## src/rtl/dru_lane_sched.sv

```systemverilog
// dru_lane_sched: pairs per-lane recovery nibbles into bytes, buffers each lane
// in a small FIFO, and shares one byte-wide tagged output among all lanes with
// round-robin arbitration.
// Ports:
//   i_clk, i_rst_n            clock, asynchronous active-low reset
//   i_lane_d/stb/sof          per-lane nibble, strobe, start-of-burst qualifier
//   o_out_d/lane/sof/valid    output byte, source lane, first-of-burst, valid
//   i_out_ready               consumer accepts when o_out_valid & i_out_ready
//   o_ovf, o_frag             sticky per-lane overflow / odd-nibble flags
//   i_flag_clr                clears o_ovf and o_frag (a same-cycle set wins)
module dru_lane_sched #(
    parameter int unsigned NLANES = 4,
    parameter int unsigned DEPTH  = 8
) (
    input  logic                        i_clk,
    input  logic                        i_rst_n,
    input  logic [4*NLANES-1:0]         i_lane_d,
    input  logic [NLANES-1:0]           i_lane_stb,
    input  logic [NLANES-1:0]           i_lane_sof,
    output logic [7:0]                  o_out_d,
    output logic [$clog2(NLANES)-1:0]   o_out_lane,
    output logic                        o_out_sof,
    output logic                        o_out_valid,
    input  logic                        i_out_ready,
    output logic [NLANES-1:0]           o_ovf,
    output logic [NLANES-1:0]           o_frag,
    input  logic                        i_flag_clr
);

    localparam int unsigned LW = $clog2(NLANES);
    localparam int unsigned AW = $clog2(DEPTH);

    // Lane index base+off, wrapping modulo NLANES.
    function automatic logic [LW-1:0] lane_at(input logic [LW-1:0] base, input int unsigned off);
        return LW'((32'(base) + off) % NLANES);
    endfunction

    logic [NLANES-1:0] r_ph;
    logic [NLANES-1:0] r_psof;
    logic [3:0]        r_hi  [NLANES];
    logic [AW:0]       r_wp  [NLANES];
    logic [AW:0]       r_rp  [NLANES];
    logic [8:0]        r_mem [NLANES][DEPTH];
    logic [LW-1:0]     r_rr;

    logic [NLANES-1:0] w_empty;
    logic [NLANES-1:0] w_full;
    logic [NLANES-1:0] w_push;
    logic [NLANES-1:0] w_frag_set;
    logic [NLANES-1:0] w_pop;
    logic [NLANES-1:0] w_wr;
    logic [NLANES-1:0] w_ovf_set;
    logic [8:0]        w_rdata [NLANES];
    logic              w_adv;
    logic              w_found;
    logic [LW-1:0]     w_gnt;

    // Per-lane FIFO status and packer events.
    always_comb begin
        for (int k = 0; k < int'(NLANES); k++) begin
            w_empty[k]    = (r_wp[k] == r_rp[k]);
            w_full[k]     = (r_wp[k][AW] != r_rp[k][AW]) &&
                            (r_wp[k][AW-1:0] == r_rp[k][AW-1:0]);
            w_push[k]     = i_lane_stb[k] & r_ph[k] & ~i_lane_sof[k];
            w_frag_set[k] = i_lane_stb[k] & r_ph[k] &  i_lane_sof[k];
            w_rdata[k]    = r_mem[k][r_rp[k][AW-1:0]];
        end
    end

    // Round-robin grant: first non-empty lane at or after r_rr.
    always_comb begin
        w_adv   = ~o_out_valid | i_out_ready;
        w_found = 1'b0;
        w_gnt   = '0;
        w_pop   = '0;
        for (int unsigned i = 0; i < NLANES; i++) begin
            if (!w_found && !w_empty[lane_at(r_rr, i)]) begin
                w_found = 1'b1;
                w_gnt   = lane_at(r_rr, i);
            end
        end
        if (w_adv && w_found) begin
            w_pop[w_gnt] = 1'b1;
        end
    end

    // A push into a full FIFO is accepted only if the same lane pops this cycle.
    always_comb begin
        w_wr      = w_push & (~w_full | w_pop);
        w_ovf_set = w_push & w_full & ~w_pop;
    end

    // Packers and FIFO pointers.
    always_ff @(posedge i_clk or negedge i_rst_n) begin
        if (!i_rst_n) begin
            r_ph   <= '0;
            r_psof <= '0;
            for (int k = 0; k < int'(NLANES); k++) begin
                r_hi[k] <= '0;
                r_wp[k] <= '0;
                r_rp[k] <= '0;
            end
        end else begin
            for (int k = 0; k < int'(NLANES); k++) begin
                if (i_lane_stb[k]) begin
                    // A sof nibble always restarts pairing, discarding a held half.
                    if (!r_ph[k] || i_lane_sof[k]) begin
                        r_hi[k]   <= i_lane_d[4*k +: 4];
                        r_psof[k] <= i_lane_sof[k];
                        r_ph[k]   <= 1'b1;
                    end else begin
                        r_ph[k]   <= 1'b0;
                    end
                end
                if (w_wr[k]) begin
                    r_wp[k] <= r_wp[k] + (AW+1)'(1);
                end
                if (w_pop[k]) begin
                    r_rp[k] <= r_rp[k] + (AW+1)'(1);
                end
            end
        end
    end

    // FIFO storage; contents are don't-care while pointers mark it empty.
    always_ff @(posedge i_clk) begin
        for (int k = 0; k < int'(NLANES); k++) begin
            if (w_wr[k]) begin
                r_mem[k][r_wp[k][AW-1:0]] <= {r_psof[k], r_hi[k], i_lane_d[4*k +: 4]};
            end
        end
    end

    // Output register and round-robin pointer.
    always_ff @(posedge i_clk or negedge i_rst_n) begin
        if (!i_rst_n) begin
            o_out_valid <= 1'b0;
            o_out_d     <= '0;
            o_out_lane  <= '0;
            o_out_sof   <= 1'b0;
            r_rr        <= '0;
        end else if (w_adv) begin
            if (w_found) begin
                o_out_valid <= 1'b1;
                o_out_d     <= w_rdata[w_gnt][7:0];
                o_out_sof   <= w_rdata[w_gnt][8];
                o_out_lane  <= w_gnt;
                r_rr        <= lane_at(w_gnt, 32'd1);
            end else begin
                o_out_valid <= 1'b0;
            end
        end
    end

    // Sticky flags; a set event overrides a same-cycle clear.
    always_ff @(posedge i_clk or negedge i_rst_n) begin
        if (!i_rst_n) begin
            o_ovf  <= '0;
            o_frag <= '0;
        end else begin
            o_ovf  <= (i_flag_clr ? '0 : o_ovf)  | w_ovf_set;
            o_frag <= (i_flag_clr ? '0 : o_frag) | w_frag_set;
        end
    end

endmodule
```

## config.mk

```make
export PLATFORM = sky130hd
export DESIGN_NAME = dru_lane_sched
export DESIGN_NICKNAME = d
export VERILOG_FILES = /design/src/rtl/dru_lane_sched.sv
export SDC_FILE = /design/constraint.sdc
export NUM_CORES = 1
export LEC_CHECK = 0
export ABC_AREA = 1
export BUFFER_PORTS_ARGS = -buffer_cell sky130_fd_sc_hd__buf_2
export CORE_MARGIN = 4
export CORE_UTILIZATION = 55
export CTS_CLUSTER_SIZE = 16
export DETAILED_ROUTE_END_ITERATION = 10
export PLACE_DENSITY = 0.75
export REMOVE_ABC_BUFFERS = 1
export SYNTH_ARGS = -nofsm -noshare
export SYNTH_HDL_FRONTEND = slang
export SYNTH_SLANG_ARGS = --single-unit
```

## constraint.sdc

```tcl
create_clock -name i_clk -period 3.04 [get_ports i_clk]
set_input_delay 0.608 -clock i_clk [delete_from_list [all_inputs] [get_ports i_clk]]
set_output_delay 0.608 -clock i_clk [all_outputs]
set_load 0.05 [all_outputs]
```

==> results of run 1 <==
sequential cells by signal (all words and copies together) (netlist names):
| register | cells |
|---|---|
| r_mem | 288 |
| r_hi | 16 |
| r_rp | 16 |
| r_wp | 16 |
| o_out_d | 8 |
| o_frag | 4 |
| o_ovf | 4 |
| r_ph | 4 |
| r_psof | 4 |
| o_out_lane | 2 |
| r_rr | 2 |
| o_out_sof | 1 |
| o_out_valid | 1 |
synthesized netlist by cell type, types with 5 or more instances:
master                     count
sky130_fd_sc_hd__xor2_1       17
sky130_fd_sc_hd__nand2_2       6
sky130_fd_sc_hd__edfxtp_1    288
sky130_fd_sc_hd__mux2_2       16
sky130_fd_sc_hd__inv_2        14
sky130_fd_sc_hd__ha_1         12
sky130_fd_sc_hd__nor3_1       16
sky130_fd_sc_hd__dfrtp_1      78
sky130_fd_sc_hd__nand2_1     170
sky130_fd_sc_hd__a21oi_1       6
sky130_fd_sc_hd__o221ai_1     34
sky130_fd_sc_hd__o21ai_0     195
sky130_fd_sc_hd__inv_1        45
sky130_fd_sc_hd__clkbuf_1     53
sky130_fd_sc_hd__o22ai_1      38
sky130_fd_sc_hd__buf_2         5
sky130_fd_sc_hd__nand2_4       5
sky130_fd_sc_hd__nor2_1      182
sky130_fd_sc_hd__nand4_1      16
sky130_fd_sc_hd__nand3_1      59
how the worst max path moves through the flow:
stage,endpoint,cells after the start,slack (ns)
3_5_place_dp,r_mem[3][16],18,0.02
3_3_place_gp,r_mem[3][15],18,0.14
4_1_cts,r_mem[1][16],18,0.009
6_report,r_mem[0][12],17,0.12
5_1_grt,r_mem[0][10],17,-0.07
2_1_floorplan,r_mem[3][10],17,-1.75
area by class of cell:
type | instances | share of cell area, %
sequential | 366 | 59.2
inverter | 61 | 1.29
tap | 372 | 2.60
multi-input combinational | 803 | 24.8
clock buffer | 50 | 5.85
clock inverter | 19 | 0.559
timing repair buffer | 148 | 5.67
worst max-delay path, stage by stage, from the launching register on:
cell	delay [ns]
sky130_fd_sc_hd__dfrtp_1	0.43
sky130_fd_sc_hd__inv_2	0.08
sky130_fd_sc_hd__nand2_1	0.08
sky130_fd_sc_hd__nand2_1	0.07
sky130_fd_sc_hd__nor2_1	0.14
sky130_fd_sc_hd__nand3_1	0.14
sky130_fd_sc_hd__nand3_2	0.12
sky130_fd_sc_hd__nand2_2	0.07
sky130_fd_sc_hd__nor2_4	0.16
sky130_fd_sc_hd__nand3_1	0.11
sky130_fd_sc_hd__nand2_2	0.11
sky130_fd_sc_hd__buf_6	0.14
sky130_fd_sc_hd__ha_2	0.21
sky130_fd_sc_hd__nand2_4	0.08
sky130_fd_sc_hd__nand2_4	0.11
sky130_fd_sc_hd__nand3_2	0.13
sky130_fd_sc_hd__nor3_2	0.27
sky130_fd_sc_hd__buf_4	0.19
power by group through the flow:
| stage | Combinational [W] | Clock (W) | Sequential, W |
|---|---|---|---|
| 2_1_floorplan | 0.00382 | 0 | 0.00706 |
| 3_3_place_gp | 0.00673 | 0 | 0.00654 |
| 3_5_place_dp | 0.00688 | 0 | 0.00657 |
| 4_1_cts | 0.00695 | 0.00432 | 0.00647 |
| 5_1_grt | 0.00805 | 0.00456 | 0.00654 |
| 6_report | 0.00729 | 0.00425 | 0.00649 |
kinds of logic (layout without fill, tap and decap cells):
family | count (synthesis) | in the layout
xor+xnor | 22 | 22
flops | 366 | 366
buf+inv | 126 | 278
mux | 16 | 16
compound gates | 287 | 287
simple gates | 466 | 466
fa+ha+maj | 12 | 12
metal layers:
layer / vias to the layer above / track usage (%)
met2: 389 / 35.7
met1: 5143 / 32.6
met4: 0 / 5.92
met3: 55 / 3.66
li1: 4921 / -
met5: - / 0
per-stage QoR:
stage	setup WS (ns)	utilization, %
floorplan	-1.75	-
global placement	0.139	60.3
detailed placement	0.0189	60.3
CTS	0.00885	64.6
global route	-0.0726	65.9
finish	0.117	65.9
what timing repair did:
action,CTS,global route
pin swaps,0,4
buffers inserted,0,2
gates cloned,0,11
resized for setup,2,81
endpoints found under the setup margin,18,279
hold endpoints to repair,0,0
hold buffers,0,0
placed cells by master (no fill, tap or decap), types with 39 or more instances in the layout:
master / n
sky130_fd_sc_hd__nand2_1: 167
sky130_fd_sc_hd__o21ai_0: 195
sky130_fd_sc_hd__dfrtp_1: 75
sky130_fd_sc_hd__inv_1: 43
sky130_fd_sc_hd__buf_4: 91
sky130_fd_sc_hd__clkbuf_16: 39
sky130_fd_sc_hd__nand3_1: 53
sky130_fd_sc_hd__buf_2: 49
sky130_fd_sc_hd__edfxtp_1: 288
sky130_fd_sc_hd__nor2_1: 177
==> out/results.txt, run 1 <==
The count of antenna-violating nets left after detailed routing is 0, and the total internal power is 0.0109 W. The worst hold path belongs to the class input port to async pin. Post-synthesis simple-gate area fraction: 13.2%. By area, the combinational part of the netlist is dominated by simple AND/OR/NAND/NOR gates.

Sequential share of power: 36.0%. Among all flip-flop cells after synthesis, the most frequent one is sky130_fd_sc_hd__edfxtp_1. The worst register-to-register path ends at r_mem[0][12]. The final instance area is 0.0179 mm^2, and the H-tree depth reported by CTS is 2. Xor and xnor fraction of the mapped netlist area: 1.31%. Global routing used 22.4% of the available tracks. In the detailed route, the total length drawn on met3 is 2450 um.

The worst setup path is launched from a register. For the worst-skew pair, the clock arrives at the later sink with an insertion delay of 0.52 ns. The congestion estimate from routability-driven global placement came to 0.885. The peak ir drop on the vdd network is 630 uV, and the total count of hold-check failures in the final report is 0. Setup slack on the worst reg-to-reg path comes out at 0.12 ns. The mean area per synthesized cell was 11.8 um^2; the count of inserted antenna diode cells was 0.

The transition time of the tightest slew-check pin came out at 1.19 ns. Setup repair after global routing could not meet its margin everywhere. The run gives 0.0164 mm^2 as the cell area after placement. TritonCTS built the clock tree.

In this run, synthesis produced a sequential element count of 366. The logs give 0.0153 mm^2 for the mapped cell area and 0.0305 mm^2 for the die area. Measured against the total synthesized area, the mux share comes to 1.18%.

Buffers placed on the I/O ports in this run total 47. The number of enable flip-flop cells after synthesis is 288. The floorplan step set the die width to 175 um. The routed wire length was 35200 um; the initial detailed-routing violation count was 1102.

Type of the worst setup path: register to register. In this run, CTS created clock tree buffers numbering 38. The worst path uses 96.2% of the clock period. The final routed wire length divided by cell count works out to 19.3 um. The number of max-slew violations in the final report came out at 0. The tree is rooted in a sky130_fd_sc_hd__clkbuf_16. The clock transition at the registers of the reported paths was 0.06 ns.

By area the synthesized netlist is led by sky130_fd_sc_hd__edfxtp_1 (57%), sky130_fd_sc_hd__dfrtp_1 (13%), sky130_fd_sc_hd__o21ai_0 (6.4%). After detailed routing, the number of remaining DRC violations is 0. The number of top-level design ports is 48, and the detail-routed via count per cell is 5.78. The proportion of layout cells with a drive suffix above 1 was 20.4%.

Synthesized-area fraction occupied by ao, oa, aoi and oai cells: 10.8%. Across the run, the number of max-cap violations was 0. Setup violations remaining at the end of the flow were counted as 0.

The tools report the number of standard cells in the layout, taps in and fillers out as 1819. For the worst setup path, the data required time is 3.28 ns. The run gives 366 as the clock sink total. The routed design could run at a clock period as short as 2.92 ns. The first global-routing pass estimated 54500 um of wire. Combinational logic is responsible for 40.4% of the overall power. Entering global routing, the biggest net connects 44 pins. The logs give 10100 for the number of global-route vias before repair and 1737 for the number of placed cells counting well taps. In this run the critical register-to-register path is launched from r_rp[10].

The layout-stage area growth over the synthesis result was 17.0%. For the buffer levels on the longest clock path, the log shows 3. Tracing the worst setup path back leads to its startpoint at r_rp[10]. After synthesis, flip-flops and latches occupy 69.3% of the total area. For the leakage power of the design, the log shows 6.72 nW. For this run, the number of Yosys warnings is 0. The total length of routed met2 wires came out at 16900 um. Detailed routing inserted a total of 10500 vias. The share of total power dissipated in the clock network is 23.6%. The run gives 0 ns as the final-layout setup total negative slack.

The initial utilization of the core area, before any placement, comes to 56.3%. The total global routing overflow is 0. The total power density per cell area was 1010 mW/mm^2. The initial antenna violation count is 1. Flip-flop and latch area: 0.0106 mm^2. The synthesized design devotes to its leading area cell type 56.5% of total area. The logs give 39 for the count of unique library cells instantiated by Yosys and 0.0171 ns for the setup clock skew after layout. Along the worst path, the maximum fanout reaches 10. The flow ran to the end, and the final reports show no timing, DRC or antenna violations. Row generation in the floorplan step produced 60 rows. Net switching is 39.8% of the power. The most area-hungry cell type in the Yosys netlist was sky130_fd_sc_hd__edfxtp_1. After floorplanning, the core was sized to cover 0.0272 mm^2. STA classifies the critical path endpoint as a register. Estimated wirelength of the detail-placed design: 22900 um. The first TritonRoute pass finished after 5 iterations.

Summing the areas of all fa, ha and maj instances in the mapped netlist gives 0.981% of the synthesized area. Measured against its own limit, the worst slew margin works out to 18.6%. Synthesis produced 1295 cells.

The worst path arrival time was 3.16 ns; the async set-reset flop share out of synthesis was 21.3%. Routed signal wires occupy layers up through met4. On the final layout, the worst hold slack is 0.0921 ns. The design draws 0.0180 W. For this run, the post-layout net count is 1458. The height of the chip came out at 175 um. In the final routing, the length of wire on met1 measures 15100 um. The area of combinational cells with multiple inputs was 0.00444 mm^2. The filler cells instantiated in the layout total 2014.

The run gives 342 MHz as the maximum clock frequency. For this design the total switching power over the nets is 0.00717 W. The cell count of the worst reg-to-reg path was 17.
(Power assumes the default switching activity.)
==> inputs of run 2 (changes only) <==
--- a/config.mk
+++ b/config.mk
@@ -11,8 +11,10 @@
 export CORE_UTILIZATION = 55
 export CTS_CLUSTER_SIZE = 16
 export DETAILED_ROUTE_END_ITERATION = 10
+export HOLD_SLACK_MARGIN = 0.12
 export PLACE_DENSITY = 0.75
 export REMOVE_ABC_BUFFERS = 1
+export SKIP_LAST_GASP = 1
 export SYNTH_ARGS = -nofsm -noshare
 export SYNTH_HDL_FRONTEND = slang
 export SYNTH_SLANG_ARGS = --single-unit
==> run 2 against run 1 <==
Compared with the run above:
- critical path type unchanged
- highest routed layer unchanged
- clock power about the same
- via count increased by 0.51%
- first-iteration DRC count decreased by 0.82%
- largest power group unchanged
- largest cell class unchanged
- fmax decreased by 0.19%
==> out/results.txt, run 2 (synthesized netlist as in run 1, its figures left out) <==
The flow ran to the end, and the final reports show no timing, DRC or antenna violations. The tools report the maximum clock frequency as 341 MHz (was 342 MHz). The count of antenna-violating nets left after detailed routing was 0 (unchanged). The logs give 0 (unchanged) for the number of max-slew violations in the final report and 3.16 ns (about the same) for the worst path arrival time. The largest net degree at the start of global routing is 44 (unchanged), and the cell depth of the worst hold path is 2. The initial cell density of the core was 56.3% (unchanged); the all-layer global routing usage was 22.4% (about the same). The number of failing setup endpoints in the final timing report came out at 0 (unchanged). The final weighted congestion of routability-driven global placement is 0.885 (unchanged). The tools report the minimum hold slack as 0.316 ns (was 0.0921 ns).

The number of placed cells counting well taps is 1737 (unchanged), and the number of top-level design ports is 48 (unchanged). The transition time of the tightest slew-check pin is 1.19 ns (about the same). The delay of the slowest critical-path stage was 0.41 ns (was 0.43 ns). The run gives 10600 (was 10500) as the total number of vias. Leading cell type in the layout, fill and taps excluded: sky130_fd_sc_hd__edfxtp_1 (unchanged). The die area came out at 0.0305 mm^2 (unchanged). The die outline width works out to 175 um (unchanged). The tools report the count of inserted antenna diode cells as 0 (unchanged).

The final-layout setup total negative slack is 0 ns (unchanged), and the cell count of the worst reg-to-reg path is 17 (unchanged). Quantity of I/O buffers inserted on ports: 47 (unchanged). The run gives 65.9% (about the same) as the post-layout utilization of the core. The buffer levels on the longest clock path was 3 (unchanged); the initial detailed-routing violation count was 1093 (was 1102). The clock sink total was 366 (unchanged). The logs give 22900 um (unchanged) for the estimated wirelength of the detail-placed design and 18.8% (was 18.6%) for the remaining max-slew budget at the tightest pin. The kind of cell adding the most delay to the critical path is simple AND/OR/NAND/NOR gates (unchanged). The logs give 54500 um (about the same) for the wire length of the first global-routing pass and 0 (unchanged) for the total count of hold-check failures in the final report. The number of flip-flops in the largest register came out at 288 (unchanged). The final period demand of the worst path is 2.93 ns (was 2.92 ns), and the final worst-path cycle share is 96.4% (was 96.2%). Start of the worst register-to-register path: r_wp[4] (was r_rp[10]).

The H-tree depth reported by CTS was 2 (unchanged); the reg2reg setup slack was 0.11 ns (was 0.12 ns). Leading cell types in the layout, fill and taps excluded: sky130_fd_sc_hd__edfxtp_1 (288), sky130_fd_sc_hd__o21ai_0 (195), sky130_fd_sc_hd__nor2_1 (177), sky130_fd_sc_hd__nand2_1 (167), sky130_fd_sc_hd__buf_4 (91) (unchanged). The cell area after placement is 0.0164 mm^2 (unchanged). The run gives 60 (unchanged) as the number of placement rows. For the leakage power of the design, the log shows 6.73 nW (was 6.72 nW). Cells along the critical path: inv_1 -> nand2_1 -> nand2_1 -> nor2_4 -> nand3_1 -> nand3_2 -> nand2_2 -> nor2_4 -> nand3_1 -> nand2_2 -> buf_6 -> ha_2 -> nand2_4 -> nand2_4 -> nand3_2 -> nor3_2 -> buf_4 (was inv_2 -> nand2_1 -> nand2_1 -> nor2_1 -> nand3_1 -> nand3_2 -> nand2_2 -> nor2_4 -> nand3_1 -> nand2_2 -> buf_6 -> ha_2 -> nand2_4 -> nand2_4 -> nand3_2 -> nor3_2 -> buf_4). The number of DRC violations after detailed routing was 0 (unchanged); the total power density per cell area was 1010 mW/mm^2 (about the same). The routed wire length is 35200 um (about the same). The run gives 5 (unchanged) as the first-pass iteration count of the detailed router. The tools report the final instance area as 0.0179 mm^2 (about the same). The tools report the peak ir drop on the vdd network as 632 uV (was 630 uV). The largest fanout of any net on the critical path is 10 (unchanged). TritonCTS built the clock tree. The critical hold path startpoint is i_lane_stb[3]. The total core area was 0.0272 mm^2 (unchanged); the number of global-route vias before repair was 10100 (about the same). Type of the worst setup path: register to register (unchanged). The terminus of the critical flop-to-flop path was r_mem[0][12] (unchanged).

The number of standard cells in the layout, taps in and fillers out is 1820 (was 1819). The detail-routed via count per cell works out to 5.80 (was 5.78). The kind of capture point of the worst setup path is a register (unchanged).

The worst hold path terminates at r_ph[3]. The run gives 1459 (was 1458) as the net count reported at finish. The layout-stage area growth over the synthesis result was 17.1% (was 17.0%).

The critical path's slowest cell is sky130_fd_sc_hd__dfrtp_1 (unchanged). Cell at the root of the clock tree: sky130_fd_sc_hd__clkbuf_16 (unchanged). The reported max-cap violation count is 0 (unchanged), and the number of CTS-inserted buffers is 38 (unchanged).

For the total global routing overflow, the log shows 0 (unchanged). The final routed wire length divided by cell count is 19.3 um (about the same). The clock latency of the later-clocked register in the worst-skew pair is 0.52 ns (about the same), and the clock transition at the registers of the reported paths is 0.06 ns (about the same).

The height of the chip is 175 um (unchanged), and the proportion of layout cells with a drive suffix above 1 is 20.4% (about the same). The initial antenna violation count was 1 (unchanged). The worst hold path class was input port to register (was input port to async pin). Setup repair after global routing could not meet its margin everywhere.

The number of buffer and inverter stages on the critical path is 3 (unchanged), and the number of fill cells in the layout is 2013 (was 2014). The required time reported for the critical path endpoint came out at 3.27 ns (was 3.28 ns). The startpoint kind of the worst setup timing path is a register (unchanged). The setup clock skew after layout came out at 0.0179 ns (was 0.0171 ns).
[run 2: worst reg2reg max path, delay by kind of cell (launching register included)]
kind	cells	cell delay, ns
AND/OR/NAND/NOR	13	1.61
buffers and inverters	3	0.41
adder cells (fa/ha/maj)	1	0.21
flip-flops	1	0.41
[run 2: cell type report]
class	instances	area [um^2]	area share, %
flip-flops and latches	366	10600	59.2
multi-input cells	803	4440	24.8
clock buffers	50	1050	5.84
repair buffers	149	1020	5.72
well taps	372	465	2.60
inverters	61	231	1.29
clock inverters	19	100	0.559
[run 2: timing repair]
item / 4_1_cts / 5_1_grt
cloned: 0 / 11
hold buffers: 1 / 0
hold endpoints to repair: 13 / 0
endpoints found under the setup margin: 18 / 279
gates resized for setup: 2 / 81
setup buffers: 0 / 2
pin swaps: 0 / 4
[run 2: metal layers]
| metal | GRT usage [%] | routed length (um) | part of all wire, % |
|---|---|---|---|
| met3 | 3.66 | 2490 | 7.1 |
| met1 | 32.6 | 15100 | 43 |
| met5 | 0 | 0 | 0 |
| met2 | 35.7 | 16900 | 48 |
| met4 | 5.92 | 769 | 2.2 |
[run 2: how the worst max path moves through the flow]
stage                     startpoint            to  slack, ns  cells past startpoint
after detailed placement     r_wp[4]  r_mem[3][16]       0.02                     18
after CTS                    r_wp[0]  r_mem[1][16]      0.009                     18
final                        r_wp[4]  r_mem[0][12]       0.11                     17
after global routing         r_wp[6]  r_mem[0][10]      -0.07                     17
after global placement       r_wp[0]  r_mem[3][15]       0.14                     18
after floorplan              r_rp[8]  r_mem[3][10]      -1.75                     17
[run 2: power breakdown]
group / internal [W] / switching, W / total (W)
registers: 0.00603 / 0.000455 / 0.00649
logic: 0.00239 / 0.00490 / 0.00729
clock network: 0.00243 / 0.00181 / 0.00424
total: 0.0109 / 0.00717 / 0.0180
[run 2: stage by stage]
stage	setup WS (ns)	total power, W
2_1_floorplan	-1.75	0.0109
3_5_place_dp	0.0189	0.0134
5_1_grt	-0.0726	0.0192
4_1_cts	0.00885	0.0177
3_3_place_gp	0.139	0.0133
6_report	0.111	0.0180
==> inputs of run 3 (changes only) <==
--- a/config.mk
+++ b/config.mk
@@ -12,7 +12,7 @@
 export CTS_CLUSTER_SIZE = 16
 export DETAILED_ROUTE_END_ITERATION = 10
 export HOLD_SLACK_MARGIN = 0.12
-export PLACE_DENSITY = 0.75
+export PLACE_DENSITY_LB_ADDON = 0.12
 export REMOVE_ABC_BUFFERS = 1
 export SKIP_LAST_GASP = 1
 export SYNTH_ARGS = -nofsm -noshare
==> run 3 against run 2 <==
Compared with the run above:
- combinational power is 2% higher
- via count shrank 0.76%
- clock skew down 0.0053 ns
- critical path type unchanged
- critical endpoint is now r_mem[0][39]
- largest power group unchanged
==> out/results.txt, run 3 (synthesized netlist as in run 1, its figures left out) <==
The startpoint kind of the worst setup timing path is a register (unchanged). The run gives 806 uV (was 632 uV) as the peak ir drop on the vdd network. TritonCTS built the clock tree. The number of failing setup endpoints in the final timing report was 0 (unchanged); the height of the chip was 175 um (unchanged). Worst hold path class: input port to register (unchanged).

The logs give 1741 (was 1737) for the number of placed cells counting well taps and 10500 (was 10600) for the total number of vias. The number of flip-flops in the largest register was 288 (unchanged); the minimum hold slack was 0.307 ns (was 0.316 ns). The initial antenna violation count was 0 (was 1); the leakage power of the design was 6.80 nW (was 6.73 nW). The final weighted congestion of routability-driven global placement was 0.906 (was 0.885); the routed wire length was 35700 um (was 35200 um). The total count of hold-check failures in the final report was 0 (unchanged); the transition time of the tightest slew-check pin was 1.01 ns (was 1.19 ns).

Quantity of I/O buffers inserted on ports: 47 (unchanged). The proportion of layout cells with a drive suffix above 1 was 20.8% (was 20.4%); the clock transition at the registers of the reported paths was 0.06 ns (about the same). The die area is 0.0305 mm^2 (unchanged), and the clock latency of the later-clocked register in the worst-skew pair is 0.52 ns (about the same).

The number of DRC violations after detailed routing was 0 (unchanged). The power dissipated by switching net loads was 0.00724 W (was 0.00717 W). The first-pass iteration count of the detailed router was 5 (unchanged); the maximum clock frequency was 342 MHz (was 341 MHz). The number of top-level design ports was 48 (unchanged); the total core area was 0.0272 mm^2 (unchanged).

For the setup clock skew after layout, the log shows 0.0126 ns (was 0.0179 ns). The tools report the number of standard cells in the layout, taps in and fillers out as 1827 (was 1820). Combinational cell fraction of total power: 40.1% (was 40.5%). The buffer levels on the longest clock path is 3 (unchanged), and the final worst-path cycle share is 96.1% (was 96.4%). The detail-routed via count per cell was 5.74 (was 5.80); the number of placement rows was 60 (unchanged). The total power after layout came out at 0.0185 W (was 0.0180 W). All-layer global routing usage: 22.8% (was 22.4%). Cells along the critical path: inv_2 -> nand2_1 -> nand2_1 -> nor2_2 -> nand3_2 -> nand3_2 -> nand2_1 -> nor2_4 -> nand3_1 -> nand2_2 -> buf_4 -> ha_2 -> nand2_4 -> nand2_4 -> nand2_4 -> nor3_4 -> buf_6 (was inv_1 -> nand2_1 -> nand2_1 -> nor2_4 -> nand3_1 -> nand3_2 -> nand2_2 -> nor2_4 -> nand3_1 -> nand2_2 -> buf_6 -> ha_2 -> nand2_4 -> nand2_4 -> nand3_2 -> nor3_2 -> buf_4).

The reported max-cap violation count is 0 (unchanged), and the remaining max-slew budget at the tightest pin is 30.9% (was 18.8%). The total internal power is 0.0113 W (was 0.0109 W). The tools report the sequential share of power as 35.0% (was 36.0%).

The logs give 366 (unchanged) for the clock sink total and 2053 (was 2013) for the number of fill cells in the layout. The die outline width is 175 um (unchanged). Number of buffer and inverter stages on the critical path: 3 (unchanged). The run gives 0 ns (unchanged) as the final-layout setup total negative slack. The number of CTS-inserted buffers is 39 (was 38), and the number of max-slew violations in the final report is 0 (unchanged). The logs give 22500 um (was 22900 um) for the estimated wirelength of the detail-placed design and 1145 (was 1093) for the initial detailed-routing violation count. The cell at the root of the clock tree is sky130_fd_sc_hd__clkbuf_16 (unchanged).

The count of inserted antenna diode cells was 0 (unchanged). The critical path's slowest cell was sky130_fd_sc_hd__dfrtp_1 (unchanged). Leading cell types in the layout, fill and taps excluded: sky130_fd_sc_hd__edfxtp_1 (288), sky130_fd_sc_hd__o21ai_0 (195), sky130_fd_sc_hd__nor2_1 (173), sky130_fd_sc_hd__nand2_1 (167), sky130_fd_sc_hd__buf_4 (95) (was sky130_fd_sc_hd__edfxtp_1 (288), sky130_fd_sc_hd__o21ai_0 (195), sky130_fd_sc_hd__nor2_1 (177), sky130_fd_sc_hd__nand2_1 (167), sky130_fd_sc_hd__buf_4 (91)). The logs give 1465 (was 1459) for the net count reported at finish and 3.14 ns (was 3.16 ns) for the worst path arrival time. Required time reported for the critical path endpoint: 3.26 ns (was 3.27 ns). Setup repair after global routing could not meet its margin everywhere. The logs give 9832 (was 10100) for the number of global-route vias before repair and 24.9% (was 23.5%) for the clock power share. Reg2reg setup slack: 0.12 ns (was 0.11 ns).

The final period demand of the worst path works out to 2.92 ns (was 2.93 ns). The type of the worst setup path is register to register (unchanged). Fraction of power spent switching nets: 39.1% (was 39.8%).

The flow ran to the end, and the final reports show no timing, DRC or antenna violations. Kind of capture point of the worst setup path: a register (unchanged). Delay of the slowest critical-path stage: 0.40 ns (was 0.41 ns). The layout-stage area growth over the synthesis result came out at 18.3% (was 17.1%). The largest net degree at the start of global routing came out at 40 (was 44). The logs give 0 (unchanged) for the count of antenna-violating nets left after detailed routing and 2 (unchanged) for the H-tree depth reported by CTS. Final routed wire length divided by cell count: 19.5 um (was 19.3 um). The tools report the wire length of the first global-routing pass as 55500 um (was 54500 um). The total power density per cell area came out at 1020 mW/mm^2 (was 1010 mW/mm^2). The largest fanout of any net on the critical path came out at 10 (unchanged). The leading cell type in the layout, fill and taps excluded is sky130_fd_sc_hd__edfxtp_1 (unchanged). The run gives 0 (unchanged) as the total global routing overflow. Kind of cell adding the most delay to the critical path: simple AND/OR/NAND/NOR gates (unchanged). For the initial cell density of the core, the log shows 56.3% (unchanged).
==> run 3: stage by stage <==
| stage | util (%) | worst slack, ns | area, um^2 |
|---|---|---|---|
| 6_report | 66.6 | 0.118 | 18100 |
| 5_1_grt | 66.6 | -0.100 | 18100 |
| 4_1_cts | 65.2 | 0.00861 | 17700 |
| 3_5_place_dp | 60.5 | 0.0391 | 16400 |
| 3_3_place_gp | 60.5 | 0.119 | 16400 |
| 2_1_floorplan | - | -1.75 | 15000 |
==> run 3: timing repair <==
| action | CTS | global route |
|---|---|---|
| gates resized for setup | 1 | 87 |
| hold buffers | 1 | 0 |
| setup buffers | 0 | 6 |
| gates cloned | 0 | 8 |
| endpoints found under the hold margin | 32 | 0 |
| setup endpoints to repair | 18 | 288 |
| pin swaps | 0 | 7 |
==> run 3: final cells by class <==
cell class	instances	area, um^2	area share (%)
clock buffers	51	1110	6.15
clock inverters	20	149	0.823
inverters	61	231	1.28
multi-input cells	803	4450	24.6
flip-flops and latches	366	10600	58.6
well taps	372	465	2.57
repair buffers	154	1080	5.96
==> run 3: layer usage <==
metal,routed length [um],vias up,global-route usage (%)
met5,0,-,0
met4,592,0,5.20
met3,2370,45,3.48
met2,16700,378,35.1
met1,16000,5111,35.0
li1,-,4948,-
==> run 3: final timing paths <==
path / cells past startpoint / to / from
worst min register to register: 2 / o_out_d[7] / o_out_d[7]
worst max register to register: 17 / r_mem[0][39] / r_wp[4]
max in group asynchronous: 3 / r_wp[5] / i_rst_n
worst min-delay path: 2 / r_ph[3] / i_lane_stb[3]
worst max-delay path: 17 / r_mem[0][39] / r_wp[4]
min in group asynchronous: 2 / r_hi[2] / i_rst_n
==> run 3: power groups by stage <==
stage	clock [W]	combinational, W	sequential [W]
3_3_place_gp	0	0.00687	0.00655
5_1_grt	0.00493	0.00820	0.00655
4_1_cts	0.00468	0.00698	0.00647
3_5_place_dp	0	0.00693	0.00656
6_report	0.00461	0.00741	0.00648
2_1_floorplan	0	0.00382	0.00706
